`src/rtl/button_start_ctrl.sv`:
```
// Pushbutton front end for the IR sequencer: synchronizes and debounces an active-low
// button, issues a start pulse on a short press and toggles loop mode on a long press.
module button_start_ctrl #(
  parameter int DEBOUNCE_CYCLES   = 50000,
  parameter int LONG_PRESS_CYCLES = 1500000
) (
  input  logic       clock_in,
  input  logic       reset_in,
  input  logic       button_in,
  input  logic       busy_in,
  output logic       start_out,
  output logic       loop_forever_out,
  output logic       pressed_out,
  output logic [1:0] state_dbg
);

  localparam int DW = $clog2(DEBOUNCE_CYCLES + 1);
  localparam int HW = $clog2(LONG_PRESS_CYCLES + 1);
  localparam logic [DW-1:0] DEB_LAST = DW'(DEBOUNCE_CYCLES - 1);
  localparam logic [HW-1:0] HOLD_MAX = HW'(LONG_PRESS_CYCLES);

  typedef enum logic [1:0] {
    IDLE      = 2'd0,
    PRESSED   = 2'd1,
    LONG_HELD = 2'd2
  } state_t;

  logic          sync1, sync2;
  logic          raw_pressed;
  logic          deb_diff;
  logic          deb_flip;
  logic [DW-1:0] deb_cnt;

  state_t        state, state_n;
  logic [HW-1:0] hold_cnt, hold_n;
  logic          start_n, loop_n;

  // Synchronizer idles at 1 so a reset looks like a released button.
  always_ff @(posedge clock_in or negedge reset_in) begin
    if (!reset_in) begin
      sync1 <= 1'b1;
      sync2 <= 1'b1;
    end else begin
      sync1 <= button_in;
      sync2 <= sync1;
    end
  end

  assign raw_pressed = ~sync2;
  assign deb_diff    = (raw_pressed != pressed_out);
  assign deb_flip    = deb_diff && (deb_cnt == DEB_LAST);

  always_ff @(posedge clock_in or negedge reset_in) begin
    if (!reset_in) begin
      deb_cnt     <= '0;
      pressed_out <= 1'b0;
    end else if (deb_diff) begin
      if (deb_flip) begin
        pressed_out <= ~pressed_out;
        deb_cnt     <= '0;
      end else begin
        deb_cnt <= deb_cnt + 1'b1;
      end
    end else begin
      deb_cnt <= '0;
    end
  end

  // Start pulse is decided one cycle after the debounced release so busy_in is
  // sampled in the first released cycle; a busy sequencer simply drops the press.
  always_comb begin
    state_n = state;
    hold_n  = hold_cnt;
    start_n = 1'b0;
    loop_n  = loop_forever_out;
    case (state)
      IDLE: begin
        if (deb_flip && !pressed_out) begin
          state_n = PRESSED;
          hold_n  = '0;
        end
      end
      PRESSED: begin
        if (!pressed_out) begin
          state_n = IDLE;
          start_n = !busy_in;
        end else begin
          hold_n = hold_cnt + 1'b1;
          if (hold_n == HOLD_MAX) begin
            state_n = LONG_HELD;
            loop_n  = ~loop_forever_out;
          end
        end
      end
      LONG_HELD: begin
        if (!pressed_out) state_n = IDLE;
      end
      default: state_n = IDLE;
    endcase
  end

  always_ff @(posedge clock_in or negedge reset_in) begin
    if (!reset_in) begin
      state            <= IDLE;
      hold_cnt         <= '0;
      start_out        <= 1'b0;
      loop_forever_out <= 1'b0;
    end else begin
      state            <= state_n;
      hold_cnt         <= hold_n;
      start_out        <= start_n;
      loop_forever_out <= loop_n;
    end
  end

  assign state_dbg = state;

endmodule

```
`config.mk`:
```
export PLATFORM = sky130hd
export DESIGN_NAME = button_start_ctrl
export DESIGN_NICKNAME = d
export VERILOG_FILES = /design/src/rtl/button_start_ctrl.sv
export SDC_FILE = /design/constraint.sdc
export NUM_CORES = 1
export LEC_CHECK = 0
export BUFFER_PORTS_ARGS = -buffer_cell sky130_fd_sc_hd__buf_2
export CAP_MARGIN = 5
export CORE_MARGIN = 2
export CORE_UTILIZATION = 45
export DETAILED_ROUTE_END_ITERATION = 12
export PLACE_DENSITY = 0.7
export SKIP_LAST_GASP = 1
export SLEW_MARGIN = 0
export SYNTH_ARGS = -nofsm -noshare
export SYNTH_HDL_FRONTEND = slang
export SYNTH_SLANG_ARGS = --single-unit
```
`constraint.sdc`:
```
create_clock -name clock_in -period 3.6 [get_ports clock_in]
set_input_delay 0.18 -clock clock_in [delete_from_list [all_inputs] [get_ports clock_in]]
set_output_delay 0.18 -clock clock_in [all_outputs]
set_load 0.1 [all_outputs]
```
### After elaboration in Yosys (flattened, before gate mapping)

Cells that the tools add are included.

| operators by class | value |
|---|---|
| add/subtract/negate cells | 2 |
| $mul | 0 |
| divide/modulo/power cells | 0 |
| magnitude comparators | 0 |
| equality and inequality tests | 9 |
| shift-type cells | 0 |
| multiplexer cells | 12 |
| bitwise operators | 3 |
| reductions and logical operators | 10 |

Operators by type and width:

| cell | number |
|---|---|
| $mux 21 | 2 |
| $pmux 21 s2 | 1 |
| $mux 16 | 2 |
| $add 21x1->21 const B | 1 |
| $eq 21x21->1 const B | 1 |
| $add 16x1->16 const B | 1 |
| $eq 16x16->1 const B | 1 |
| $reduce_and 3->1 | 3 |
| $mux 2 | 4 |
| $ne 2x2->1 const B | 3 |
| $pmux 2 s3 | 1 |
| $ne 3x3->1 const B | 1 |
| $not 1->1 | 3 |
| $eq 2x1->1 const B | 1 |
| $eq 2x2->1 const B | 1 |
| $logic_and 1x1->1 | 2 |
| $logic_not 1->1 | 2 |
| $logic_not 2->1 | 1 |
| $mux 1 | 2 |
| $reduce_and 2->1 | 1 |
| $reduce_bool 2->1 | 1 |
| $ne 1x1->1 | 1 |

| storage, ports and cells | value |
|---|---|
| flip-flop bits (word level) | 44 |
| latch bits | 0 |
| memory bits (writable) | 0 |
| bits in read-only memories | 0 |
| bits of input ports | 4 |
| output and inout bits | 5 |
| logic and storage cells | 44 |
| memories | 0 |

### Logic depth before layout (Yosys ltp)

| logic depth | value |
|---|---|
| depth after elaboration | 6 |
| depth in mapped cells | 9 |
| depth with buffers taken out | 8 |

### Worst setup path before layout

OpenSTA, ideal clock, no wires.

| path | value |
|---|---|
| path type | reg-to-reg |
| from | reg pressed_out |
| to | reg hold_cnt[19] |
| setup time | 121 ps |
| arrival time | 2653 ps |
| data required time | 3479 ps |
| setup slack | 826 ps |
| cell stages (with the launch flop) | 7 |
| buffers on the path | 0 |
| period minus slack after synthesis | 2774 ps |
| cell sequence | dfrtp_1 > xor2_1 > or4_4 > or3_1 > a21o_1 > o21bai_1 > a22o_1 |

| on the way | value |
|---|---|
| longest elaborated chain between the ends | 5 |
| elaborated cells on any way between the ends | 7 |
| those cells by class | 3 x eq/ne; 4 x reduce/logical |

Ends and longest elaborated chain:

| element | RTL line | source |
|---|---|---|
| start: declaration | 13 | `output logic pressed_out,` |
| start signal: assignment | 59 | `pressed_out <= ~pressed_out;` |
| $ne 1x1->1 | 50 | `assign deb_diff = (raw_pressed != pressed_out);` |
| $logic_and 1x1->1 | 51 | `assign deb_flip = deb_diff && (deb_cnt == DEB_LAST);` |
| $logic_and 1x1->1 | 78 | `if (deb_flip && !pressed_out) begin` |
| $ne 2x2->1 (no line) | -- |  |
| $reduce_and 3->1 (no line) (*) | -- |  |
| end signal: assignment | 110 | `hold_cnt <= hold_n;` |
| end: declaration | 35 | `logic [HW-1:0] hold_cnt, hold_n;` |

Every way passes the cells marked *; elsewhere a longest branch is shown, timed or not.
A chain may end at the register's enable or synchronous reset.

### Final worst setup path

| path | value |
|---|---|
| from | reg hold_cnt[0] |
| to | reg state[1] (netlist: state_dbg[1]) |

| on the way | value |
|---|---|
| longest elaborated chain between the ends | 4 |

Ends and longest elaborated chain:

| element | RTL line | source |
|---|---|---|
| $add 21x1->21 | 88 | `hold_n = hold_cnt + 1'b1;` |
| $eq 21x21->1 | 89 | `if (hold_n == HOLD_MAX) begin` |
| $ne 3x3->1 (no line) | -- |  |
| $reduce_and 3->1 (no line) | -- |  |
| end signal: assignment | 109 | `state <= state_n;` |
| end: declaration | 34 | `state_t state, state_n;` |

No other way between the ends.

==> run summary <==
* clock-pin slew of the registers on the worst-case setup and hold paths: 0.09 ns
* primary flip-flop cell chosen by synthesis mapping: sky130_fd_sc_hd__dfrtp_1
* global-route usage over all layers: 18.1%
* num ports: 9
* status: finished clean
* drt via density: 5.82
* count of maximum capacitance violations: 0
* fin cells: 352
* IO Port Bufs: 8
* number of clock sinks: 44
* Synth area leader: sky130_fd_sc_hd__dfrtp_1
* clock insertion delay at the later pin of the skew report: 0.30 ns
* Final Hold Viols: 0
* die height: 78.3 µm
* buffers inserted by post-CTS timing repair: 0
* buffer levels on the longest clock path: 2
* path category of the worst min-delay check: primary input to async pin
* iteration-0 DRC count of the detailed router: 205
* initial standard-cell utilization of the core: 45.9%
* total placed cells including tap cells: 343
* residual overflow from global routing: 0
* total iterations of the first detailed-routing run: 4
* Post-synth ARST share: 100%
* number of antenna violations at the first check in global routing: 0
* leak pwr: 1.08 nW
* post-synthesis cell area: 2480 µm²
* area of combinational cells with multiple inputs: 1280 µm²
* number of warnings reported in the yosys synthesis log: 0
* vias in the first global route: 1960
* HPWL after DPL: 3400 µm
* Max Fanout on Critical Path: 11
* global-route wire length before repair: 8960 µm
* arrival time worst endpoint: 2.96 ns
* nets@finish: 286
* Fill cells: 490
* pin slew with the least headroom to its limit: 0.957 ns
* fraction of post-synthesis cell area in the top cell type by area: 42.4%
* fin crit period: 2.74 ns
* max_slew headroom: 36.0%
* utilization after layout: 49.0%
* top cells by area, synth: sky130_fd_sc_hd__dfrtp_1 (42%), sky130_fd_sc_hd__nor2_1 (5.4%), sky130_fd_sc_hd__xor2_1 (3.9%), sky130_fd_sc_hd__nand2_1 (3.8%), sky130_fd_sc_hd__o21ai_1 (3.4%)
* number of flops mapped to enable cells by yosys: 0
* Antenna Nets Post-Route: 0
* routed vias: 2048
* number of flip-flops and latches in the synthesized netlist: 44
* launching element type of the critical path: register
* sequential fraction of the synthesis area: 44.5%
* Mapped Nets: 286
* Design Power: 0.000895 W
* worst ir drop on vdd: 0.196 mV
* total power per unit cell area: 338 nW/µm²
* die width: 78.3 µm
* Synth Area per Inst: 8.89 µm²
* core footprint: 5410 µm²
* wire length on met1: 2500 µm
* Synth-to-Final Area Change: 6.76%
* Cell variety after synth: 51
* gp weighted congestion: 0.773
* wire length on met3: 217 µm
* number of setup violations in the final report: 0
* setup repair after global routing missed its margin: no
* max-slew violation count: 0
* startpoint-to-endpoint class of the critical path: register to register
* setup_tns: 0 ns
* top routing layer in use: met4
* largest net degree at the start of global routing: 45
* TritonCTS clock tree: yes
* routed wire length: 5070 µm
* antenna cell count: 0
* routed wire length per instance: 14.4 µm
* TritonCTS Buffers: 5
* register-to-register path setup slack: 0.86 ns
* share of final-layout standard cells stronger than drive strength 1: 9.64%
* DRC Markers: 0
* sequential cell area: 1100 µm²
* floorplan die area: 6120 µm²
* synthesized instance count: 279
* metal2 WL: 2280 µm
* Max Freq: 0.365 GHz
* root buffer cell: sky130_fd_sc_hd__clkbuf_8
* worst endpoint required time: 3.83 ns
* Period Utilization, post-route: 76.0%
* endpoint type of the worst setup path: register
* Worst Skew: 0.00891 ns
* depth of the worst register-to-register path: 8
* FP Rows: 27
* number of H-tree branching levels: 2
==> flip-flops by register name, indices dropped and copies added (netlist names) <==
name and count:
start_out 1, deb_cnt 16, pressed_out 1, sync2 1, loop_forever_out 1, state_dbg 2, hold_cnt 21, sync1 1
==> per-stage QoR <==
step                      instance area, µm²  setup WS [ns]  hold WS [ns]
final                                   2650          0.863        0.0249
after global routing                    2650          0.608        0.0233
after CTS                               2650          0.888        0.0199
after detailed placement                2530          0.889         0.297
after global placement                  2530          0.976         0.289
after floorplan                         2480          0.826        -0.116
==> logic make-up (layout without fill, tap and decap cells) <==
logic type               Yosys count  in the layout  share of synthesized area [%]
flip-flops                        44             44                           44.5
multiplexers                       1              1                          0.454
AO/OA/AOI/OAI                     66             66                           16.1
adder cells (fa/ha/maj)            3              3                           1.51
buffers and inverters             20             21                           3.98
XOR/XNOR                          19             19                           6.71
AND/OR/NAND/NOR                  126            126                           26.7
==> power by group <==
| group | switching (W) | internal [W] |
|---|---|---|
| logic | 0.0000149 | 0.00000485 |
| clock network | 0.000170 | 0.000205 |
| registers | 0.00000233 | 0.000499 |
| total | 0.000187 | 0.000709 |
==> final timing paths <==
check / end / start
max: state_dbg[1] / hold_cnt[0]
min: deb_cnt[12] / reset_in
max reg2reg: state_dbg[1] / hold_cnt[0]
min reg2reg: sync2 / sync1
max in group asynchronous: hold_cnt[4] / reset_in
min in group clock_in: start_out / busy_in
==> placed cells by master, fill, tap and decap left out, drive strengths merged, types with 2 or more instances in the layout <==
cell type,instances
a21oi,9
nand2b,4
ha,3
or4,2
nand4,12
nand3,13
xnor2,8
and4,3
or3,5
inv,4
o41ai,4
xor2,11
nand2,25
a31oi,6
nor2,36
nor4,4
o31ai,4
dfrtp,42
clkbuf,5
dfstp,2
nand4b,2
and3,5
a22o,3
o21ai,31
buf,8
nor3,8
o22ai,2
==> timing repair <==
item,4_1_cts,5_1_grt
hold buffers,1,0
gates resized for setup,0,0
endpoints found under the hold margin,1,0
setup endpoints to repair,0,0
==> synthesized netlist by cell type, types with 2 or more instances <==
cell type	count
sky130_fd_sc_hd__buf_6	2
sky130_fd_sc_hd__o22ai_1	2
sky130_fd_sc_hd__xor2_1	11
sky130_fd_sc_hd__nand4b_1	2
sky130_fd_sc_hd__nand3_1	12
sky130_fd_sc_hd__clkbuf_1	7
sky130_fd_sc_hd__nor3_1	7
sky130_fd_sc_hd__o21ai_0	14
sky130_fd_sc_hd__nand2_1	25
sky130_fd_sc_hd__and3_1	4
sky130_fd_sc_hd__o31ai_1	4
sky130_fd_sc_hd__a21oi_1	9
sky130_fd_sc_hd__nor4_1	3
sky130_fd_sc_hd__ha_1	3
sky130_fd_sc_hd__or3_1	5
sky130_fd_sc_hd__a22o_1	2
sky130_fd_sc_hd__a31oi_1	6
sky130_fd_sc_hd__xnor2_1	8
sky130_fd_sc_hd__nor2_1	36
sky130_fd_sc_hd__dfrtp_1	42
sky130_fd_sc_hd__o41ai_1	4
sky130_fd_sc_hd__nand4_1	12
sky130_fd_sc_hd__inv_1	4
sky130_fd_sc_hd__o21ai_1	17
sky130_fd_sc_hd__dfstp_2	2
sky130_fd_sc_hd__buf_2	6
sky130_fd_sc_hd__and4_1	3
sky130_fd_sc_hd__nand2b_1	4
==> routing by layer <==
metal | global-route usage [%] | vias up
li1 | - | 1010
met1 | 24.7 | 979
met2 | 28.8 | 53
met3 | 3.45 | 6
met4 | 6.49 | 0
met5 | 0 | -
==> worst max-delay path: stages (launching register included) <==
cell                      delay (ns)
sky130_fd_sc_hd__dfrtp_1        0.52
sky130_fd_sc_hd__ha_1           0.30
sky130_fd_sc_hd__nand3_1        0.23
sky130_fd_sc_hd__nor3_2         0.42
sky130_fd_sc_hd__mux2_2         0.38
sky130_fd_sc_hd__o22ai_1        0.14
sky130_fd_sc_hd__nand4_1        0.16
sky130_fd_sc_hd__or3_1          0.37
sky130_fd_sc_hd__a21oi_1        0.14
==> area by class of cell <==
class / instances / share of cell area [%]
clock buffer: 5 / 2.60
sequential: 44 / 41.7
multi-input combinational: 215 / 48.3
inverter: 4 / 0.567
clock inverter: 3 / 1.61
timing repair buffer: 9 / 1.89
tap: 72 / 3.40
(Power assumes the default switching activity.)
